===== config.mk =====
export PLATFORM = sky130hd
export DESIGN_NAME = fetch
export DESIGN_NICKNAME = d
export VERILOG_FILES = /design/src/rtl/fetch_pkg.sv /design/src/rtl/fetch_fifo.sv /design/src/rtl/fetch.sv
export SDC_FILE = /design/constraint.sdc
export NUM_CORES = 1
export LEC_CHECK = 0
export CAP_MARGIN = 40
export CORE_UTILIZATION = 55
export CTS_BUF_LIST = sky130_fd_sc_hd__clkbuf_4 sky130_fd_sc_hd__clkbuf_8
export CTS_CLUSTER_DIAMETER = 60
export DETAILED_ROUTE_END_ITERATION = 12
export PLACE_DENSITY_LB_ADDON = 0.15
export SYNTH_ARGS = -nofsm -noshare
export SYNTH_HDL_FRONTEND = slang
export SYNTH_SLANG_ARGS = --single-unit

===== constraint.sdc =====
create_clock -name clk -period 6.62 [get_ports clk]
set_clock_uncertainty 0.05 [all_clocks]
set_input_delay 0.662 -clock clk [delete_from_list [all_inputs] [get_ports clk]]
set_output_delay 0.662 -clock clk [all_outputs]
set_load 0.02 [all_outputs]

===== src/rtl/fetch_pkg.sv =====
// ----------------------------------------------------------------------------
// fetch_pkg
// Shared definitions for the instruction fetch unit and its buffer.
//   RESET_PC_DEFAULT : default first fetch address after reset
//   PC_STEP          : byte distance between consecutive instructions
//   FETCH_DEPTH      : number of entries in the fetch buffer
//   COUNT_W          : width of the buffer occupancy counter (0..FETCH_DEPTH)
//   fetch_entry_t    : one buffered instruction with its address
//   fetch_mode_t     : per-cycle control decode of halt / flush / run
//   align_pc()       : clears the byte-offset bits of a redirect address
// ----------------------------------------------------------------------------
package fetch_pkg;

    localparam logic [31:0] RESET_PC_DEFAULT = 32'h0000_0000;
    localparam logic [31:0] PC_STEP          = 32'd4;
    localparam int unsigned FETCH_DEPTH      = 2;
    localparam int unsigned COUNT_W          = $clog2(FETCH_DEPTH + 1);

    typedef struct packed {
        logic [31:0] instr;
        logic [31:0] pc;
    } fetch_entry_t;

    // Priority order: halt beats flush beats normal running.
    typedef enum logic [1:0] {
        ModeRun,
        ModeFlush,
        ModeHalt
    } fetch_mode_t;

    function automatic logic [31:0] align_pc(input logic [31:0] addr);
        return addr & ~32'd3;
    endfunction

endpackage


===== src/rtl/fetch_fifo.sv =====
// ----------------------------------------------------------------------------
// fetch_fifo
// Two-entry instruction buffer between instruction memory and decode.
// Entry 0 is always the head; a pop shifts entry 1 down.
// Ports:
//   clk        : clock, state updates on posedge
//   rst        : asynchronous active-high reset, empties the buffer
//   flush      : synchronous clear, takes priority over push/pop
//   push       : write push_entry at the tail this edge
//   push_entry : {instr, pc} to write
//   pop        : consume the head this edge (ignored when empty)
//   count      : current occupancy, 0..FETCH_DEPTH
//   head       : head entry, all-zero when empty
// ----------------------------------------------------------------------------
module fetch_fifo
    import fetch_pkg::*;
(
    input  logic               clk,
    input  logic               rst,
    input  logic               flush,
    input  logic               push,
    input  fetch_entry_t       push_entry,
    input  logic               pop,
    output logic [COUNT_W-1:0] count,
    output fetch_entry_t       head
);

    fetch_entry_t       slot0_q, slot0_d;
    fetch_entry_t       slot1_q, slot1_d;
    logic [COUNT_W-1:0] count_q, count_d;
    logic               do_pop;
    logic               do_push;

    assign do_pop  = pop && (count_q != '0);
    // A push into a full buffer is only legal alongside a pop.
    assign do_push = push && ((count_q != COUNT_W'(FETCH_DEPTH)) || do_pop);

    always_comb begin
        slot0_d = slot0_q;
        slot1_d = slot1_q;
        count_d = count_q;
        if (flush) begin
            slot0_d = '0;
            slot1_d = '0;
            count_d = '0;
        end else begin
            if (do_pop) begin
                slot0_d = slot1_q;
                slot1_d = '0;
            end
            if (do_push) begin
                // Write slot is the occupancy remaining after this edge's pop.
                if ((count_q - COUNT_W'(do_pop)) == '0) begin
                    slot0_d = push_entry;
                end else begin
                    slot1_d = push_entry;
                end
            end
            count_d = count_q + COUNT_W'(do_push) - COUNT_W'(do_pop);
        end
    end

    always_ff @(posedge clk or posedge rst) begin
        if (rst) begin
            slot0_q <= '0;
            slot1_q <= '0;
            count_q <= '0;
        end else begin
            slot0_q <= slot0_d;
            slot1_q <= slot1_d;
            count_q <= count_d;
        end
    end

    assign count = count_q;
    assign head  = (count_q == '0) ? '0 : slot0_q;

endmodule


===== src/rtl/fetch.sv =====
// ----------------------------------------------------------------------------
// fetch
// Instruction fetch unit: issues sequential reads to a one-cycle-latency
// instruction memory, buffers returned instructions in a two-entry FIFO and
// presents the head to decode. Supports stall, redirect (flush) and halt.
// Ports:
//   clk        : clock, state updates on posedge
//   rst        : asynchronous active-high reset
//   halt       : freeze all state; dominates every other input
//   stall      : decode cannot accept the head this cycle
//   flush      : redirect to branch_tgt, discarding buffered/in-flight fetches
//   branch_tgt : redirect address, sampled while flush=1
//   imem_re    : memory read request (combinational)
//   imem_addr  : memory read address, equals the fetch PC register
//   imem_data  : memory read data, valid the cycle after a request
//   instr_out  : instruction at the buffer head
//   pc_out     : address of instr_out
//   bubble_out : 1 when instr_out/pc_out carry no valid instruction
// ----------------------------------------------------------------------------
module fetch
    import fetch_pkg::*;
#(
    parameter logic [31:0] RESET_PC = RESET_PC_DEFAULT
) (
    input  logic        clk,
    input  logic        rst,
    input  logic        halt,
    input  logic        stall,
    input  logic        flush,
    input  logic [31:0] branch_tgt,
    output logic        imem_re,
    output logic [31:0] imem_addr,
    input  logic [31:0] imem_data,
    output logic [31:0] instr_out,
    output logic [31:0] pc_out,
    output logic        bubble_out
);

    fetch_mode_t        mode;
    logic [31:0]        fpc_q;
    logic               infl_q;
    logic [31:0]        infl_pc_q;
    logic [COUNT_W-1:0] count;
    logic [COUNT_W:0]   occupancy;
    fetch_entry_t       head;
    fetch_entry_t       push_entry;
    logic               pop;
    logic               push;
    logic               issue;

    always_comb begin
        if (halt) begin
            mode = ModeHalt;
        end else if (flush) begin
            mode = ModeFlush;
        end else begin
            mode = ModeRun;
        end
    end

    // Buffered plus in-flight instructions; a new request is only made when
    // its data is guaranteed a free slot on return.
    assign occupancy = {1'b0, count} + {{COUNT_W{1'b0}}, infl_q};
    assign pop       = (mode == ModeRun) && !stall && (count != '0);
    assign issue     = !rst && (mode == ModeRun)
                       && ((occupancy < (COUNT_W + 1)'(FETCH_DEPTH)) || pop);

    // Returning data is captured only while running; flush and halt drop it.
    assign push       = (mode == ModeRun) && infl_q;
    assign push_entry = '{instr: imem_data, pc: infl_pc_q};

    always_ff @(posedge clk or posedge rst) begin
        if (rst) begin
            fpc_q     <= RESET_PC;
            infl_q    <= 1'b0;
            infl_pc_q <= '0;
        end else begin
            unique case (mode)
                ModeHalt: begin
                    // The response arriving now is discarded, so rewind to
                    // refetch it once the halt is released.
                    if (infl_q) begin
                        infl_q <= 1'b0;
                        fpc_q  <= infl_pc_q;
                    end
                end
                ModeFlush: begin
                    infl_q <= 1'b0;
                    fpc_q  <= align_pc(branch_tgt);
                end
                default: begin
                    infl_q <= issue;
                    if (issue) begin
                        infl_pc_q <= fpc_q;
                        fpc_q     <= fpc_q + PC_STEP;
                    end
                end
            endcase
        end
    end

    fetch_fifo u_fifo (
        .clk        (clk),
        .rst        (rst),
        .flush      (mode == ModeFlush),
        .push       (push),
        .push_entry (push_entry),
        .pop        (pop),
        .count      (count),
        .head       (head)
    );

    assign imem_re    = issue;
    assign imem_addr  = fpc_q;
    assign bubble_out = (count == '0) || (mode == ModeFlush);
    assign instr_out  = head.instr;
    assign pc_out     = head.pc;

endmodule


==> results of run 1 <==
area by class of cell:
type                       count  area [µm²]
multi-input combinational    733        4350
inverter                       9        41.3
fill                        1312        5060
clock buffer                  22         284
timing repair buffer         180        1820
clock inverter                 9         105
tap                          220         275
sequential                   195        4880
worst reg2reg max path: cells and delay by family (launching register included):
kind	cells	cell delay, ns
buf+inv	2	1.20
simple gates	4	0.76
flops	1	0.50
compound gates	1	0.20
registers in the layout (all words and copies together), names as in the netlist:
register        flops
imem_addr          32
u_fifo.slot1_q     64
infl_pc_q          32
u_fifo.slot0_q     64
u_fifo.count        2
infl_q              1
routing by layer:
layer	vias up	routed length [µm]	GRT usage
li1	3878	-	-
met4	0	560	0.110
met2	318	12000	0.450
met5	-	0	0
met3	41	1490	0.0431
met1	4095	11300	0.416
cells in the final DEF (no fill, tap or decap), drive strengths merged, types with 11 or more instances in the layout:
cell type,synthesis,final
clkdlybuf4s50,0,164
o21ai,41,41
nand4,12,12
a22oi,75,75
mux2,30,30
clkbuf,51,22
a21oi,23,23
nor2,150,150
nand2,169,169
nor2b,66,66
a311oi,64,64
nand3,11,11
buf,40,16
dfrtp,195,195
logic make-up after synthesis:
kind of cell,Yosys count
and+or+nand+nor,435
buffers and inverters,100
adders and majority gates,2
xor gates and xnor gates,2
AOI/OAI and AO/OA,258
muxes,36
DFF,195
stage by stage:
| stage | hold WS (ns) | setup slack [ns] | utilization | area, µm² | instances |
|---|---|---|---|---|---|
| floorplan | 0.441 | 0.596 | - | 9600 | 1028 |
| global placement | 0.456 | 2.70 | 0.671 | 11300 | 1334 |
| detailed placement | 0.462 | 2.70 | 0.676 | 11400 | 1337 |
| CTS | 0.487 | 3.10 | 0.699 | 11800 | 1368 |
| global route | 0.499 | 2.96 | 0.699 | 11800 | 1368 |
| finish | 0.483 | 3.09 | 0.699 | 11800 | 1368 |
worst paths after layout:
check,start,end,slack (ns),cells past startpoint
max,flush,imem_re,3.09,5
min,u_fifo.slot1_q[17],u_fifo.slot1_q[17],0.48,2
max reg2reg,u_fifo.count[0],u_fifo.slot1_q[43],3.84,7
min reg2reg,u_fifo.slot1_q[17],u_fifo.slot1_q[17],0.48,2
max in group asynchronous,rst,u_fifo.slot1_q[52],4.82,3
min in group asynchronous,rst,u_fifo.slot1_q[30],0.63,2
power groups by stage:
stage / clock network [mW] / logic (mW) / registers (mW)
after floorplan: 0 / 0.290 / 1.52
after global placement: 0 / 0.535 / 1.52
after detailed placement: 0 / 0.550 / 1.53
after CTS: 0.787 / 0.553 / 1.51
after global routing: 0.831 / 0.596 / 1.54
final: 0.778 / 0.549 / 1.51
==> qor.yml, run 1 <==
status: "complete, no violations"
finalSetupViolCount: 0
globalplace.congestion: 0.842
synth_nets: 1099
rows: 47
post_cts_buffers: 0
synth_top_family_by_area: "simple AND/OR/NAND/NOR gates"
synth_cells: 1028
max_freq_mhz: 284
ant_nets: 0
drive_gt1_frac: 0.0828
synth.most_common_cell: "dfrtp_1"
p_leak_nw: 4.86
dpl.hpwl_um: 15400
synth_ff_type: "dfrtp_1"
yosysSeqAreaShare: 0.508
path_clk_slew_ns: 0.09
swShare: 0.310
die_h_um: 134
intPower_mw: 1.96
period_share: 0.533
grt_first_pass_wirelength_um: 41000
arrival_ns: 2.81
h-tree-depth: 4
cpPeakStageDelay_ns: 0.84
clock_path_buffers: 2
clock-root-buffer: "clkbuf_8"
crit_family: "buffers and inverters"
cp.required_ns: 5.91
num_io_pins: 167
totalPowerFinal_mw: 2.84
die_area_um2: 18000
synth_cell_type_count: 61
avgSynthCellArea_um2: 9.34
synthAdderAreaFrac: 0.00261
clk_latency_ns: 0.47
fp.coreArea_um2: 16800
cts_sinks: 195
start_kind: "primary input"
hold_path_class: "flop to flop"
ys_top_cells_by_area: "dfrtp_1 (51%), nand2_1 (6.6%), a22oi_1 (5.9%)"
fin_tns_setup_ns: 0
via_per_inst: 6.09
tightest_slew_ns: 0.844
wire_per_inst_um: 18.5
syn_area_um2: 9600
ys_ff_latch: 195
async_reset_ff_frac: 1.00
clockPowerShare: 0.274
slew_viol_final: 0
areaGrowthSynthToFinish_pct: 22.5
finalCriticalPeriod_ns: 3.53
rsz0062_at_grt: "false"
ir_drop_mv: 0.140
cp_common_cell: "clkdlybuf4s50_1"
synth_mux_area_frac: 0.0414
p_per_area_nw_per_um2: 241
synth_top_cell_by_area: "dfrtp_1"
synth_common_cells: "dfrtp_1 (195), nand2_1 (169), nor2_1 (148), a22oi_1 (75), nor2b_1 (66)"
first_global_vias: 7827
cts_buffers: 17
max_slew_margin: 0.436
end_kind: "output port"
antenna_found_initial: 0
yosys_warnings: 0
synth_top_area_frac: 0.508
grt-ovfl-total: 0
hold_violations: 0
worstPathCellList: "clkdlybuf4s50_1, nor2_1, nand2_1, inv_1, clkdlybuf4s50_1"
cts_tree: "done"
combPwrFrac: 0.193
dr.first_iter.drc_count: 754
die_w_um: 134
track_usage: 0.291
p_switching_mw: 0.880
wirelength_um: 25300
synth_edf_count: 0
cts_hold_buffers: 0
cts_resized: 0
slowest_stage: "clkdlybuf4s50_1"
fin_nets: 1207
vias: 8332
synth-xor-area-share: 0.00182
antenna-diode-count: 0
first_pass_iters: 6
initial_utilization: 0.571
synth_compound_area_frac: 0.198
port-buffer-count: 164
drc_errors: 0
critPathMaxFanout: 20
seqPwrFrac: 0.533
worst-path-buf-inv: 3
cap_viol_max_count: 0
critPathKind: "primary input to output port"
synthSimpleGateAreaFrac: 0.205
grt_max_degree: 92
(Power assumes the default switching activity.)
==> run 2, diff against run 1 <==
==> constraint.sdc (replaced) <==
create_clock -name clk -period 3.5 [get_ports clk]
set_clock_uncertainty 0.05 [all_clocks]
set_input_delay 0.35 -clock clk [delete_from_list [all_inputs] [get_ports clk]]
set_output_delay 0.35 -clock clk [all_outputs]
set_load 0.02 [all_outputs]
==> qor.yml, run 2 (synthesis results as in run 1) <==
status: "complete, no violations"  # unchanged
cts_resized: 0  # unchanged
seqPwrFrac: 0.531  # was 0.533
cts_buffers: 17  # unchanged
drc_errors: 0  # unchanged
antenna-diode-count: 0  # unchanged
via_per_inst: 6.10  # was 6.09
layout.cells.most_common_list: "dfrtp_1 (195), nand2_1 (169), clkdlybuf4s50_1 (164), nor2_1 (147), a22oi_1 (75)"  # unchanged
track_usage: 0.291  # about the same
ant_nets: 0  # unchanged
slew_viol_final: 0  # unchanged
die_w_um: 134  # unchanged
grt_first_pass_wirelength_um: 41100  # was 41,000 µm
cpPeakStageDelay_ns: 0.60  # was 0.84 ns
die_area_um2: 18000  # unchanged
final_common_cell: "dfrtp_1"  # unchanged
max_freq_mhz: 360
worstPathCellList: "a21o_1, a21oi_1, nand2_1, inv_1, clkdlybuf4s50_1"  # was clkdlybuf4s50_1, nor2_1, nand2_1, inv_1, clkdlybuf4s50_1
rsz0062_at_grt: "false"  # unchanged
path_clk_slew_ns: 0.10  # was 0.09 ns
fillers: 1318  # was 1,312
fin_nets: 1213  # was 1,207
worst-path-buf-inv: 2  # was 3
critPathKind: "flop to output port"  # was primary input to output port
clockPowerShare: 0.276  # was 0.274
finalCriticalPeriod_ns: 2.78
antenna_found_initial: 0  # unchanged
h-tree-depth: 4  # unchanged
clk_latency_ns: 0.47  # about the same
swShare: 0.319  # was 0.310
regArea_um2: 4880  # unchanged
cts_tree: "done"  # unchanged
dr.first_iter.drc_count: 770  # was 754
slowest_stage: "clkdlybuf4s50_1"  # unchanged
post_cts_buffers: 0  # unchanged
num_io_pins: 167  # unchanged
start_kind: "flop"  # was primary input
grt_max_degree: 152  # was 92
crit_family: "buffers and inverters"  # unchanged
arrival_ns: 2.38  # was 2.81 ns
die_h_um: 134  # unchanged
port-buffer-count: 164  # unchanged
finalInstanceArea_um2: 11800  # about the same
cap_viol_max_count: 0  # unchanged
cp.required_ns: 3.10  # was 5.91 ns
max_slew_margin: 0.487  # was 0.436
dpl.hpwl_um: 15700  # was 15,400 µm
clock-root-buffer: "clkbuf_8"  # unchanged
fp.coreArea_um2: 16800  # unchanged
hold_path_class: "primary input to async pin"  # was flop to flop
cts_hold_buffers: 0  # unchanged
wirelength_um: 25100  # was 25,300 µm
finalSetupViolCount: 0  # unchanged
vias: 8375  # was 8,332
regToRegEndpoint: "infl_pc_q[16]"  # was u_fifo.slot1_q[43]
period_share: 0.794
fin_tns_setup_ns: 0  # unchanged
end_kind: "output port"  # unchanged
hold_violations: 0  # unchanged
first_global_vias: 7795  # was 7,827
combPwrFrac: 0.192  # was 0.193
intPower_mw: 3.67  # was 1.96 mW
dpl-instance-area_um2: 11400  # about the same
first_pass_iters: 6  # unchanged
tightest_slew_ns: 0.770  # was 0.844 ns
cts_sinks: 195  # unchanged
reg2reg_slack_ns: 1.08  # was 3.84 ns
r2r-start: "infl_q"  # was u_fifo.count[0]
grt-ovfl-total: 0  # unchanged
areaGrowthSynthToFinish_pct: 23.0  # was 22.5%
initial_utilization: 0.571  # unchanged
drive_gt1_frac: 0.0875  # was 0.0828
p_leak_nw: 4.87  # was 4.86 nW
clock_path_buffers: 2  # unchanged
critPathMaxFanout: 8  # was 20
p_per_area_nw_per_um2: 457  # was 241 nW/µm²
globalplace.congestion: 0.860  # was 0.842
rr_worst_depth: 6  # was 7
multiInputGateArea_um2: 4350  # unchanged
rows: 47  # unchanged
wire_per_inst_um: 18.3  # was 18.5 µm
ir_drop_mv: 0.255  # was 0.140 mV
reg_top3: "u_fifo.slot0_q (64), u_fifo.slot1_q (64)"  # unchanged
p_switching_mw: 1.72  # was 0.880 mW
==> run 2: worst max-delay path by stage <==
stage	start	end	slack [ns]	depth (start not counted)
after global placement	halt	u_fifo.slot0_q[11]	0.66	6
after CTS	infl_q	imem_re	0.70	5
final	infl_q	imem_re	0.72	5
after detailed placement	halt	u_fifo.slot0_q[12]	0.59	6
after floorplan	rst	imem_addr[0]	0.58	1
after global routing	infl_q	imem_re	0.63	5
==> run 2: cell type report <==
cell class / count / share of cell area
Tap cell: 220 / 0.0233
Clock buffer: 18 / 0.0204
Inverter: 9 / 0.00318
Sequential cell: 195 / 0.413
Timing Repair Buffer: 186 / 0.158
Multi-Input combinational cell: 733 / 0.369
Clock inverter: 13 / 0.0128
==> run 2: worst register-to-register path: cells and delay by family (launching register included) <==
| kind | cells | cell delay (ns) |
|---|---|---|
| flops | 1 | 0.51 |
| compound gates | 2 | 0.44 |
| mux | 1 | 0.36 |
| buf+inv | 2 | 0.70 |
| simple gates | 1 | 0.26 |
==> run 2: layer usage <==
metal	vias up	share of wire	global-route usage
met3	51	0.058	0.0472
met5	-	0	0
met1	4097	0.45	0.421
met2	324	0.47	0.445
li1	3903	-	-
met4	0	0.025	0.105
==> run 2: power groups by stage <==
stage / combinational (mW) / clock (mW) / sequential (mW)
final: 1.04 / 1.49 / 2.87
after global routing: 1.13 / 1.61 / 2.91
after CTS: 1.04 / 1.51 / 2.85
after detailed placement: 1.04 / 0 / 2.90
after global placement: 1.02 / 0 / 2.89
after floorplan: 0.548 / 0 / 2.88
==> run 2: stage by stage <==
stage                     setup WS, ns   util  instances  hold slack, ns  total power [mW]
final                            0.722  0.702       1374           0.411              5.40
after global routing             0.627  0.702       1374           0.424              5.64
after CTS                        0.700  0.702       1374           0.409              5.41
after detailed placement         0.592  0.679       1343           0.462              3.94
after global placement           0.660  0.679       1343           0.456              3.91
after floorplan                  0.582      -       1028           0.441              3.42
==> run 3, diff against run 2 <==
==> constraint.sdc (replaced) <==
create_clock -name clk -period 2.62 [get_ports clk]
set_clock_uncertainty 0.05 [all_clocks]
set_input_delay 0.262 -clock clk [delete_from_list [all_inputs] [get_ports clk]]
set_output_delay 0.262 -clock clk [all_outputs]
set_load 0.02 [all_outputs]
==> qor.yml, run 3 (synthesis results as in run 1) <==
dr.first_iter.drc_count: 741  # was 770
clock_path_buffers: 2  # unchanged
dpl-instance-area_um2: 11700  # was 11,400 µm²
grt_first_pass_wirelength_um: 42200  # was 41,100 µm
grt-ovfl-total: 0  # unchanged
first_pass_iters: 5  # was 6
ant_nets: 0  # unchanged
die_w_um: 134  # unchanged
vias: 8602  # was 8,375
hold_path_class: "primary input to async pin"  # unchanged
start_kind: "flop"  # unchanged
end_kind: "output port"  # unchanged
cts_buffers: 17  # unchanged
r2r-start: "u_fifo.count[0]"  # was infl_q
status: "complete, no violations"  # unchanged
first_global_vias: 8202  # was 7,795
rows: 47  # unchanged
areaGrowthSynthToFinish_pct: 26.3  # was 23.0%
period_share: 0.968
combPwrFrac: 0.196  # was 0.192
worst-path-buf-inv: 2  # unchanged
seqPwrFrac: 0.520  # was 0.531
dpl.hpwl_um: 16600  # was 15,700 µm
hold_violations: 0  # unchanged
layout.cells.most_common_list: "dfrtp_1 (192), nand2_1 (168), clkdlybuf4s50_1 (163), nor2_1 (147), a22oi_1 (75)"  # was dfrtp_1 (195), nand2_1 (169), clkdlybuf4s50_1 (164), nor2_1 (147), a22oi_1 (75)
fp.coreArea_um2: 16800  # unchanged
wire_per_inst_um: 18.7  # was 18.3 µm
via_per_inst: 6.16  # was 6.10
final_util: 0.721  # was 0.702
cpPeakStageDelay_ns: 0.60  # about the same
die_area_um2: 18000  # unchanged
wirelength_um: 26100  # was 25,100 µm
port-buffer-count: 164  # unchanged
clock-root-buffer: "clkbuf_8"  # unchanged
h-tree-depth: 4  # unchanged
slew_viol_final: 0  # unchanged
antenna-diode-count: 0  # unchanged
regToRegEndpoint: "u_fifo.slot0_q[49]"  # was infl_pc_q[16]
finalInstanceArea_um2: 12100  # was 11,800 µm²
cp.required_ns: 2.31  # was 3.10 ns
reg_top3: "u_fifo.slot0_q (64), u_fifo.slot1_q (64)"  # unchanged
worstPathCellList: "nor2_4, buf_12, or2_2, clkdlybuf4s50_1"  # was a21o_1, a21oi_1, nand2_1, inv_1, clkdlybuf4s50_1
path_clk_slew_ns: 0.09  # was 0.10 ns
ir_drop_mv: 0.362  # was 0.255 mV
critPathMaxFanout: 33  # was 8
cts_sinks: 195  # unchanged
antenna_found_initial: 0  # unchanged
reg2reg_slack_ns: 0.46  # was 1.08 ns
grt_max_degree: 88  # was 152
p_leak_nw: 5.05  # was 4.87 nW
final_common_cell: "dfrtp_1"  # unchanged
max_slew_margin: 0.490  # was 0.487
rr_worst_depth: 5  # was 6
intPower_mw: 5.09  # was 3.67 mW
slowest_stage: "clkdlybuf4s50_1"  # unchanged
finalSetupViolCount: 0  # unchanged
die_h_um: 134  # unchanged
initial_utilization: 0.571  # unchanged
track_usage: 0.298  # was 0.291
fin_nets: 1235  # was 1,213
clk_latency_ns: 0.47  # about the same
stdcell_count: 1396  # was 1,374
totalPowerFinal_mw: 7.39  # was 5.40 mW
arrival_ns: 2.22  # was 2.38 ns
p_switching_mw: 2.30  # was 1.72 mW
num_io_pins: 167  # unchanged
globalplace.congestion: 0.861  # was 0.860
rsz0062_at_grt: "false"  # unchanged
tightest_slew_ns: 0.764  # was 0.770 ns
post_cts_buffers: 0  # unchanged
swShare: 0.311  # was 0.319
cts_tree: "done"  # unchanged
cts_hold_buffers: 0  # unchanged
drc_errors: 0  # unchanged
clockPowerShare: 0.284  # was 0.276
drive_gt1_frac: 0.108  # was 0.0875
max_freq_mhz: 394
p_per_area_nw_per_um2: 609  # was 457 nW/µm²
crit_family: "buffers and inverters"  # unchanged
finalCriticalPeriod_ns: 2.54
dp.cells: 1364  # was 1,343
cap_viol_max_count: 0  # unchanged
critPathKind: "flop to output port"  # unchanged
==> run 3: cell types whose count changed in the layout (fill, tap and decap cells not counted), moves of 2 or more <==
cell / before / now
buf_12: 5 / 12
buf_4: 17 / 31
clkbuf_8: 17 / 19
clkinv_2: 2 / 0
clkinvlp_4: 3 / 5
dfrtp_1: 195 / 192
dfrtp_2: 0 / 3
inv_6: 3 / 1
==> run 3: worst max path at each step <==
stage | startpoint | end | cells after the start
after floorplan | rst | imem_addr[0] | 1
after global placement | halt | u_fifo.slot1_q[34] | 8
after global routing | u_fifo.count[0] | bubble_out | 4
final | u_fifo.count[0] | bubble_out | 4
after detailed placement | halt | u_fifo.slot1_q[48] | 8
after CTS | infl_q | imem_re | 5
==> run 3: power by group through the flow <==
stage          Combinational (mW)  Sequential (mW)  Clock (mW)
6_report                     1.45             3.84        2.10
3_3_place_gp                 1.39             3.86           0
4_1_cts                      1.45             3.82        2.12
5_1_grt                      1.56             3.90        2.23
3_5_place_dp                 1.43             3.88           0
2_1_floorplan               0.732             3.84           0
==> run 3: final cells by class <==
cell class	instances	area (µm²)
inverter	9	37.5
timing repair buffer	208	2150
tap	220	275
multi-input combinational	733	4360
clock buffer	21	277
clock inverter	10	149
sequential	195	4880
fill	1335	4690
==> run 3: timing repair <==
item | CTS | global route
resized for setup | 1 | 4
gates cloned | 1 | 0
setup endpoints to repair | 2 | 32
==> run 3: metrics by stage <==
stage | setup slack, ns | hold slack (ns) | setup TNS, ns
final | 0.0846 | 0.290 | 0
after global routing | 0.0207 | 0.314 | 0
after CTS | 0.00602 | 0.280 | 0
after detailed placement | 0.107 | 0.462 | 0
after global placement | 0.182 | 0.456 | 0
after floorplan | -0.210 | 0.382 | -41.03
==> run 3: worst register-to-register path, delay by kind of cell, from the launching register on <==
family / cells / cell delay (ns)
compound gates: 1 / 0.38
buf+inv: 1 / 0.60
flops: 1 / 0.49
simple gates: 3 / 0.54
==> run 3: routing by layer <==
layer	vias to the layer above	share of wire	GRT usage
met3	51	0.067	0.0476
met4	0	0.024	0.114
met5	-	0	0
met2	388	0.48	0.467
met1	4216	0.43	0.419
li1	3947	-	-
